===== config.mk =====
export PLATFORM = sky130hd
export DESIGN_NAME = keypad_scanner
export DESIGN_NICKNAME = d
export VERILOG_FILES = /design/src/rtl/keypad_pkg.sv /design/src/rtl/keypad_debounce.sv /design/src/rtl/keypad_scanner.sv
export SDC_FILE = /design/constraint.sdc
export NUM_CORES = 1
export LEC_CHECK = 0
export CAP_MARGIN = 0
export CELL_PAD_IN_SITES_DETAIL_PLACEMENT = 1
export CELL_PAD_IN_SITES_GLOBAL_PLACEMENT = 2
export CORE_MARGIN = 2
export CORE_UTILIZATION = 37
export CTS_CLUSTER_SIZE = 40
export DETAILED_ROUTE_END_ITERATION = 12
export GPL_TIMING_DRIVEN = 0
export PLACE_DENSITY = 0.94
export SLEW_MARGIN = 10
export SYNTH_ARGS = -nofsm -noshare
export SYNTH_HDL_FRONTEND = slang
export SYNTH_SLANG_ARGS = --single-unit

===== constraint.sdc =====
create_clock -name clk -period 3.09 [get_ports clk]
set_input_delay 0.927 -clock clk [delete_from_list [all_inputs] [get_ports clk]]
set_output_delay 0.927 -clock clk [all_outputs]
set_load 0.005 [all_outputs]

===== src/rtl/keypad_pkg.sv =====
`default_nettype none
// ============================================================================
//  Module      : keypad_pkg
//  Description : Shared types and constants for the 4x4 keypad scanner:
//                scanner FSM state encoding, idle row/column pattern, the
//                one-hot-low row drive codes and small decode helpers.
//  Revision    : 1.0 - initial release
// ============================================================================
package keypad_pkg;

    typedef enum logic [1:0] {
        ST_SCAN     = 2'd0,
        ST_DEBOUNCE = 2'd1,
        ST_HOLD     = 2'd2
    } kp_state_t;

    // All-high pattern: no row driven / no column pulled low.
    localparam logic [3:0] ROW_IDLE = 4'hF;

    localparam logic [3:0] ROW_0 = 4'b1110;
    localparam logic [3:0] ROW_1 = 4'b1101;
    localparam logic [3:0] ROW_2 = 4'b1011;
    localparam logic [3:0] ROW_3 = 4'b0111;

    function automatic logic [3:0] row_drive(input logic [1:0] idx);
        logic [3:0] drv;
        case (idx)
            2'd0:    drv = ROW_0;
            2'd1:    drv = ROW_1;
            2'd2:    drv = ROW_2;
            default: drv = ROW_3;
        endcase
        return drv;
    endfunction

    // Index of the lowest column pulled low; lowest index wins on multi-press.
    function automatic logic [1:0] low_col(input logic [3:0] pat);
        logic [1:0] idx;
        if (!pat[0])      idx = 2'd0;
        else if (!pat[1]) idx = 2'd1;
        else if (!pat[2]) idx = 2'd2;
        else              idx = 2'd3;
        return idx;
    endfunction

endpackage
`default_nettype wire


===== src/rtl/keypad_debounce.sv =====
`default_nettype none
// ============================================================================
//  Module      : keypad_debounce
//  Description : Stability counter shared by press and release qualification.
//                Counts consecutive cycles with i_stable high; any unstable
//                cycle or i_load clears it. o_done flags the cycle in which
//                the DEBOUNCE_CYCLES-th consecutive stable cycle is seen.
//  Ports       : clk, reset   - clock, synchronous active-high reset
//                i_load       - clear the count (new qualification window)
//                i_stable     - input matches the reference this cycle
//                o_done       - stable run complete (combinational)
//  Revision    : 1.0 - initial release
// ============================================================================
module keypad_debounce #(
    parameter int DEBOUNCE_CYCLES = 1000
) (
    input  logic clk,
    input  logic reset,
    input  logic i_load,
    input  logic i_stable,
    output logic o_done
);

    localparam int             c_CW   = $clog2(DEBOUNCE_CYCLES);
    localparam logic [c_CW-1:0] c_LAST = c_CW'(DEBOUNCE_CYCLES - 1);

    logic [c_CW-1:0] r_count;

    always_ff @(posedge clk) begin
        if (reset || i_load || !i_stable) begin
            r_count <= '0;
        end else begin
            r_count <= r_count + 1'b1;
        end
    end

    assign o_done = i_stable && (r_count == c_LAST);

endmodule
`default_nettype wire


===== src/rtl/keypad_scanner.sv =====
`default_nettype none
// ============================================================================
//  Module      : keypad_scanner
//  Description : 4x4 hex keypad scanner. Drives one row low at a time,
//                samples the columns, debounces press and release, decodes
//                the key (row*4 + col) and packs two successive keys into a
//                byte (first key -> upper nibble, second -> lower nibble).
//  Ports       : clk, reset  - clock, synchronous active-high reset
//                cols[3:0]   - keypad columns, active-low
//                rows[3:0]   - row drive, active-low, exactly one bit low
//                key_valid   - 1-cycle pulse on each accepted key
//                key_code    - last accepted key code
//                data_out    - assembled byte
//                data_valid  - 1-cycle pulse when the lower nibble lands
//                nibble_sel  - 0: next key -> [7:4], 1: next key -> [3:0]
//  Options     : KEYPAD_SYNC_EN - adds a 2-flop column synchronizer
//                (reset to 4'hF), +2 cycles of press latency.
//  Revision    : 1.0 - initial release
// ============================================================================
module keypad_scanner
    import keypad_pkg::*;
#(
    parameter int SCAN_DIV        = 16,
    parameter int DEBOUNCE_CYCLES = 1000
) (
    input  logic       clk,
    input  logic       reset,
    input  logic [3:0] cols,
    output logic [3:0] rows,
    output logic       key_valid,
    output logic [3:0] key_code,
    output logic [7:0] data_out,
    output logic       data_valid,
    output logic       nibble_sel
);

    localparam int              c_SW        = $clog2(SCAN_DIV);
    localparam logic [c_SW-1:0] c_SLOT_LAST = c_SW'(SCAN_DIV - 1);

    logic [3:0] w_cols;

`ifdef KEYPAD_SYNC_EN
    logic [3:0] r_cols_meta;
    logic [3:0] r_cols_sync;

    always_ff @(posedge clk) begin
        if (reset) begin
            r_cols_meta <= ROW_IDLE;
            r_cols_sync <= ROW_IDLE;
        end else begin
            r_cols_meta <= cols;
            r_cols_sync <= r_cols_meta;
        end
    end

    assign w_cols = r_cols_sync;
`else
    assign w_cols = cols;
`endif

    kp_state_t       r_state;
    logic [1:0]      r_row_idx;
    logic [3:0]      r_rows;
    logic [c_SW-1:0] r_slot;
    logic [3:0]      r_pattern;

    logic       w_stable;
    logic       w_capture;
    logic       w_db_done;
    logic [3:0] w_code;

    // Press: columns must keep the captured pattern. Release: all columns high.
    assign w_stable  = ((r_state == ST_DEBOUNCE) && (w_cols == r_pattern)) ||
                       ((r_state == ST_HOLD)     && (w_cols == ROW_IDLE));
    assign w_capture = (r_state == ST_SCAN) && (r_slot == c_SLOT_LAST) &&
                       (w_cols != ROW_IDLE);
    assign w_code    = {r_row_idx, low_col(r_pattern)};

    // One counter serves both windows; it is cleared on every window start.
    keypad_debounce #(
        .DEBOUNCE_CYCLES(DEBOUNCE_CYCLES)
    ) u_debounce (
        .clk     (clk),
        .reset   (reset),
        .i_load  (w_capture || w_db_done),
        .i_stable(w_stable),
        .o_done  (w_db_done)
    );

    always_ff @(posedge clk) begin
        if (reset) begin
            r_state    <= ST_SCAN;
            r_row_idx  <= 2'd0;
            r_rows     <= ROW_0;
            r_slot     <= '0;
            r_pattern  <= ROW_IDLE;
            key_valid  <= 1'b0;
            key_code   <= 4'h0;
            data_out   <= 8'h00;
            data_valid <= 1'b0;
            nibble_sel <= 1'b0;
        end else begin
            key_valid  <= 1'b0;
            data_valid <= 1'b0;
            case (r_state)
                ST_SCAN: begin
                    if (r_slot == c_SLOT_LAST) begin
                        r_slot <= '0;
                        if (w_cols != ROW_IDLE) begin
                            // Stay on this row so the key remains visible.
                            r_pattern <= w_cols;
                            r_state   <= ST_DEBOUNCE;
                        end else begin
                            r_row_idx <= r_row_idx + 2'd1;
                            r_rows    <= row_drive(r_row_idx + 2'd1);
                        end
                    end else begin
                        r_slot <= r_slot + 1'b1;
                    end
                end
                ST_DEBOUNCE: begin
                    if (w_cols != r_pattern) begin
                        r_state <= ST_SCAN;
                        r_slot  <= '0;
                    end else if (w_db_done) begin
                        key_valid <= 1'b1;
                        key_code  <= w_code;
                        r_state   <= ST_HOLD;
                        if (!nibble_sel) begin
                            data_out[7:4] <= w_code;
                            nibble_sel    <= 1'b1;
                        end else begin
                            data_out[3:0] <= w_code;
                            nibble_sel    <= 1'b0;
                            data_valid    <= 1'b1;
                        end
                    end
                end
                ST_HOLD: begin
                    if (w_db_done) begin
                        r_state   <= ST_SCAN;
                        r_slot    <= '0;
                        r_row_idx <= r_row_idx + 2'd1;
                        r_rows    <= row_drive(r_row_idx + 2'd1);
                    end
                end
                default: begin
                    r_state <= ST_SCAN;
                    r_slot  <= '0;
                end
            endcase
        end
    end

    assign rows = r_rows;

endmodule
`default_nettype wire


After elaboration in Yosys (flattened, before gate mapping):

Index checks and enable logic that the tools add are counted.
Widths: inputs -> output; s select.

* register bits after elaboration: 41
* input port bits: 6
* word-level logic and storage cells: 82

* $add $sub $neg: 3
* eq/ne operators: 16
* multiplexer cells: 25
* bitwise gates (word level): 4
* reductions and logical operators: 22

Operators with widths (number)
* $mux 4: 6
* $pmux 4 s3: 2
* $mux 2: 10
* $reduce_and 4->1: 4
* $add 10x1->10 const B: 1
* $eq 10x10->1 const B: 1
* $eq 4x4->1 const B: 2
* $pmux 4 s2: 1
* $ne 2x1->1 const B: 3
* $pmux 2 s3: 1
* $reduce_and 3->1: 2
* $logic_and 1x1->1: 5
* $add 4x1->4 const B: 1
* $eq 2x1->1 const B: 2
* $eq 2x2->1 const B: 2
* $eq 4x4->1: 1
* $logic_not 2->1: 2
* $logic_or 1x1->1: 4
* $mux 1: 4
* $ne 2x2->1 const B: 2
* $ne 4x4->1: 1
* $ne 4x4->1 const B: 1
* $not 1->1: 4
* $pmux 2 s2: 1
* other kinds (7): 7

Depth between registers and ports, before layout:

* word-level depth: 7
* mapped depth: 6
* mapped depth without buffers: 5

By module:

A second synthesis with hierarchy kept.

* cells, all modules: 191
* area total of the unflattened synthesis: 1849.3 um^2

By module, submodules not included
* keypad_scanner: times used 1, cells each 144, area each 1425.1 um^2
* keypad_debounce: times used 1, cells each 47, area each 424.2 um^2

Least setup slack after synthesis:

No wires, ideal clock.

* kind: input -> register
* start: input cols[2]
* end: register r_rows[0] (netlist: rows[0])
* library setup time: 0.121 ns
* arrival: 1.937 ns
* path slack: 1.032 ns
* cell stages on the path: 3
* path buffers: 0
* cells stage by stage: nand4_1 a2111oi_4 mux2_4

* word-level cells in the longest chain between the ends: 6
* elaborated cells on any way between the ends: 10
* classes of those cells: eq/ne (5); reduce/logical (5)

RTL lines
* start, declared: line keypad_scanner.sv:28 `input logic [3:0] cols,`
* $eq 4x4->1 (on tied branches): line keypad_scanner.sv:73, keypad_scanner.sv:74
* $logic_and 1x1->1 (on tied branches): line keypad_scanner.sv:73, keypad_scanner.sv:74
* $logic_or 1x1->1: line keypad_scanner.sv:73 `assign w_stable = ((r_state == ST_DEBOUNCE) && (w_cols == r_pattern)) ||`
* $logic_and 1x1->1: line keypad_debounce.sv:37 `assign o_done = i_stable && (r_count == c_LAST);`
* $ne 2x2->1 (no line)
* $reduce_and 4->1 (no line) *
* end signal, assigned: line keypad_scanner.sv:115 `r_rows <= row_drive(r_row_idx + 2'd1);`
* end signal, assigned: line keypad_scanner.sv:144 `r_rows <= row_drive(r_row_idx + 2'd1);`
* end, declared: line keypad_scanner.sv:63 `logic [3:0] r_rows;`

Every way passes the cells marked *; elsewhere a longest branch is shown, timed or not.
A chain may end at the register's enable or synchronous reset.

Worst setup path after layout:

* start: input cols[3]
* end: register data_out[2]

* word-level cells in the longest chain between the ends: 5
* elaborated cells on any way between the ends: 9
* classes of those cells: eq/ne (3); bitwise (1); reduce/logical (5)

RTL lines
* $eq 4x4->1 (on tied branches): line keypad_scanner.sv:73, keypad_scanner.sv:74
* $logic_and 1x1->1 (on tied branches): line keypad_scanner.sv:73, keypad_scanner.sv:74
* $logic_or 1x1->1: line keypad_scanner.sv:73
* $logic_and 1x1->1: line keypad_debounce.sv:37
* $reduce_and 4->1 (no line) *
* end signal, assigned: line keypad_scanner.sv:133 `data_out[3:0] <= w_code;`
* end, declared: line keypad_scanner.sv:32 `output logic [7:0] data_out,`

Marks and branches as above.

==> results.toml <==
[run_status]
status = "completed"

[yosys]
async_flop_share_pct = 0
ys.flop_type = "dfxtp_1"
synth_nets = 210
netlist_area_mm2 = 0.00191
yosysWarnings = 0
yosysSeqAreaShare_pct = 42.9
synth_cell_types = 40
ys_ff_latch = 41
syn_area_per_cell_um2 = 9.66
synthCells = 198
synth_enable_flop_cells = 0

[cells_and_area]
drive_above_1_share_pct = 6.55
layout_common_cells = "41 x dfxtp_1, 24 x clkdlybuf4s50_1, 13 x nand2b_1, 13 x mux2i_1, 13 x nor2_1"
final_util_pct = 46.2
nets = 241
mostFrequentLayoutCell = "dfxtp_1"
area_growth_pct = 21.8
antenna_cells = 0

[critical_path]
rrSetupSlack_ns = 0.89
cp-end-kind = "register"
critical_path_peak_fanout = 10
cp-startpoint = "cols[3]"
start_kind = "input port"
rr_worst_depth = 5
crit_type = "input port to register"
cp-endpoint = "data_out[2]"
r2r_end = "rows[0]"
crit_arrival_ns = 2.83
r2r-start = "u_debounce.r_count[0]"
required_ns = 3.31

[clock_tree]
hold_buffers = 0
clkSinkCount = 41
cts_tree = "done"
cts.path.max_buffers = 2
clkSlewWorstSetupHoldPaths_ns = 0.08
cts_resized = 0
clock_latency_ns = 0.29
h-tree-depth = 2
cts-root-buf = "clkbuf_8"
cts_made_buffers = 5
cts_setup_buffers = 0

[power_and_ir_drop]
leakagePower_nw = 0.836
power_density_mw_per_mm2 = 403
totalPowerFinal_mw = 0.940
peakVddDrop_uv = 236

[placement]
port_buffers = 24
gp_congestion = 0.752
place_hpwl_mm = 3.40
post-place-ws_ns = 0.203

[global_routing]
grt_pass1_wl_mm = 7.97
overflow = 0
grt_usage_pct = 17.1
grt_pass1_vias = 1628
grt_max_degree = 13
antenna_found_initial = 0

[drt]
wl_per_cell_um = 15.1
drc = 0
drt.antenna.violating_nets = 0
via_count = 1558
vias_per_cell = 5.21
dr.pass1.iters = 4
wl_mm = 4.52
drt-initial-drc-count = 30

[timing]
period_share_pct = 84.5
finalHoldViolations = 0
tightestPinTransition_ns = 0.701
fin_crit_ns = 2.61
timing.fmax_mhz = 383
skew_ns = 0.00298
drv_slew = 0
holdWs_ns = 0.483
tns_ns = 0
fin_ws_ns = 0.480
relSlewSlack_pct = 53.3
rsz0062_at_grt = "no"
setup_viol_count_final = 0

[floorplan]
ioPinCount = 25
dieArea_mm2 = 0.00576
die_x_um = 75.9
start_util_pct = 37.9
die_y_um = 75.9
rows = 26
coreArea_mm2 = 0.00504

[job]
cap_violations = 0

[hold_path]
hold_path_class = "register to register"
registers in the layout, summed over array words and instances, names as in the netlist:
| signal | count |
|---|---|
| data_out | 8 |
| rows | 4 |
| r_row_idx | 2 |
| r_pattern | 4 |
| u_debounce.r_count | 10 |
| key_valid | 1 |
| key_code | 4 |
| nibble_sel | 1 |
| data_valid | 1 |
| r_slot | 4 |
| r_state | 2 |
cell families (layout without fill, tap and decap cells):
logic type,Yosys count,after routing,share of synthesized area (%)
and+or+nand+nor,84,84,26.6
DFF,41,41,42.9
AOI/OAI and AO/OA,28,28,11.0
muxes,14,14,7.59
buffers and inverters,13,44,2.55
xor gates and xnor gates,12,12,5.49
adders and majority gates,6,6,3.92
per-stage QoR:
step,instance area [um2],cells
floorplan,1910,198
global placement,2240,292
detailed placement,2240,292
CTS,2330,299
global route,2330,299
finish,2330,299
routing by layer:
metal / GRT usage, % / wire length (um)
met5: 0 / 0
met2: 29.6 / 2230
met1: 21.4 / 2120
met4: 4.91 / 59
met3: 3.57 / 104
worst max-delay path, cell delays in order:
cell and delay, ns:
clkdlybuf4s50_1 0.55, xnor2_1 0.17, and3_1 0.23, clkbuf_1 0.35
nand3_1 0.34, mux2i_1 0.26
power breakdown:
| part | total (mW) | switching, mW | internal, mW |
|---|---|---|---|
| Sequential | 0.535 | 0.00379 | 0.531 |
| Combinational | 0.0427 | 0.0242 | 0.0185 |
| Clock | 0.362 | 0.185 | 0.177 |
how the worst min path moves through the flow:
| stage | from | endpoint | slack [ns] | cells past startpoint |
|---|---|---|---|---|
| after global placement | key_code[1] | key_code[1] | 0.46 | 2 |
| after floorplan | r_pattern[3] | r_pattern[3] | 0.46 | 1 |
| after global routing | key_code[1] | key_code[1] | 0.50 | 2 |
| after detailed placement | key_code[3] | key_code[3] | 0.47 | 2 |
| after CTS | data_out[4] | data_out[4] | 0.49 | 2 |
| final | key_code[3] | key_code[3] | 0.48 | 2 |
synth_stat cells (6+ instances only):
master / instances / share of area, %
a21oi_1: 8 / 2.1
clkbuf_1: 7 / 1.4
dfxtp_1: 41 / 43
ha_1: 6 / 3.9
inv_1: 6 / 1.2
mux2i_1: 13 / 6.8
nand2b_1: 13 / 4.3
nand3_1: 12 / 3.1
nor2_1: 13 / 2.6
nor3_1: 11 / 2.9
xnor2_1: 8 / 3.7
area by class of cell:
class	count	area, um2
buffer	7	26.3
clock inverter	1	7.51
fill	592	2710
inverter	6	22.5
multi-input combinational	144	1040
timing repair buffer	24	240
tap	70	87.6
sequential	41	821
clock buffer	6	82.6
Power figures use the tool's default switching activity.
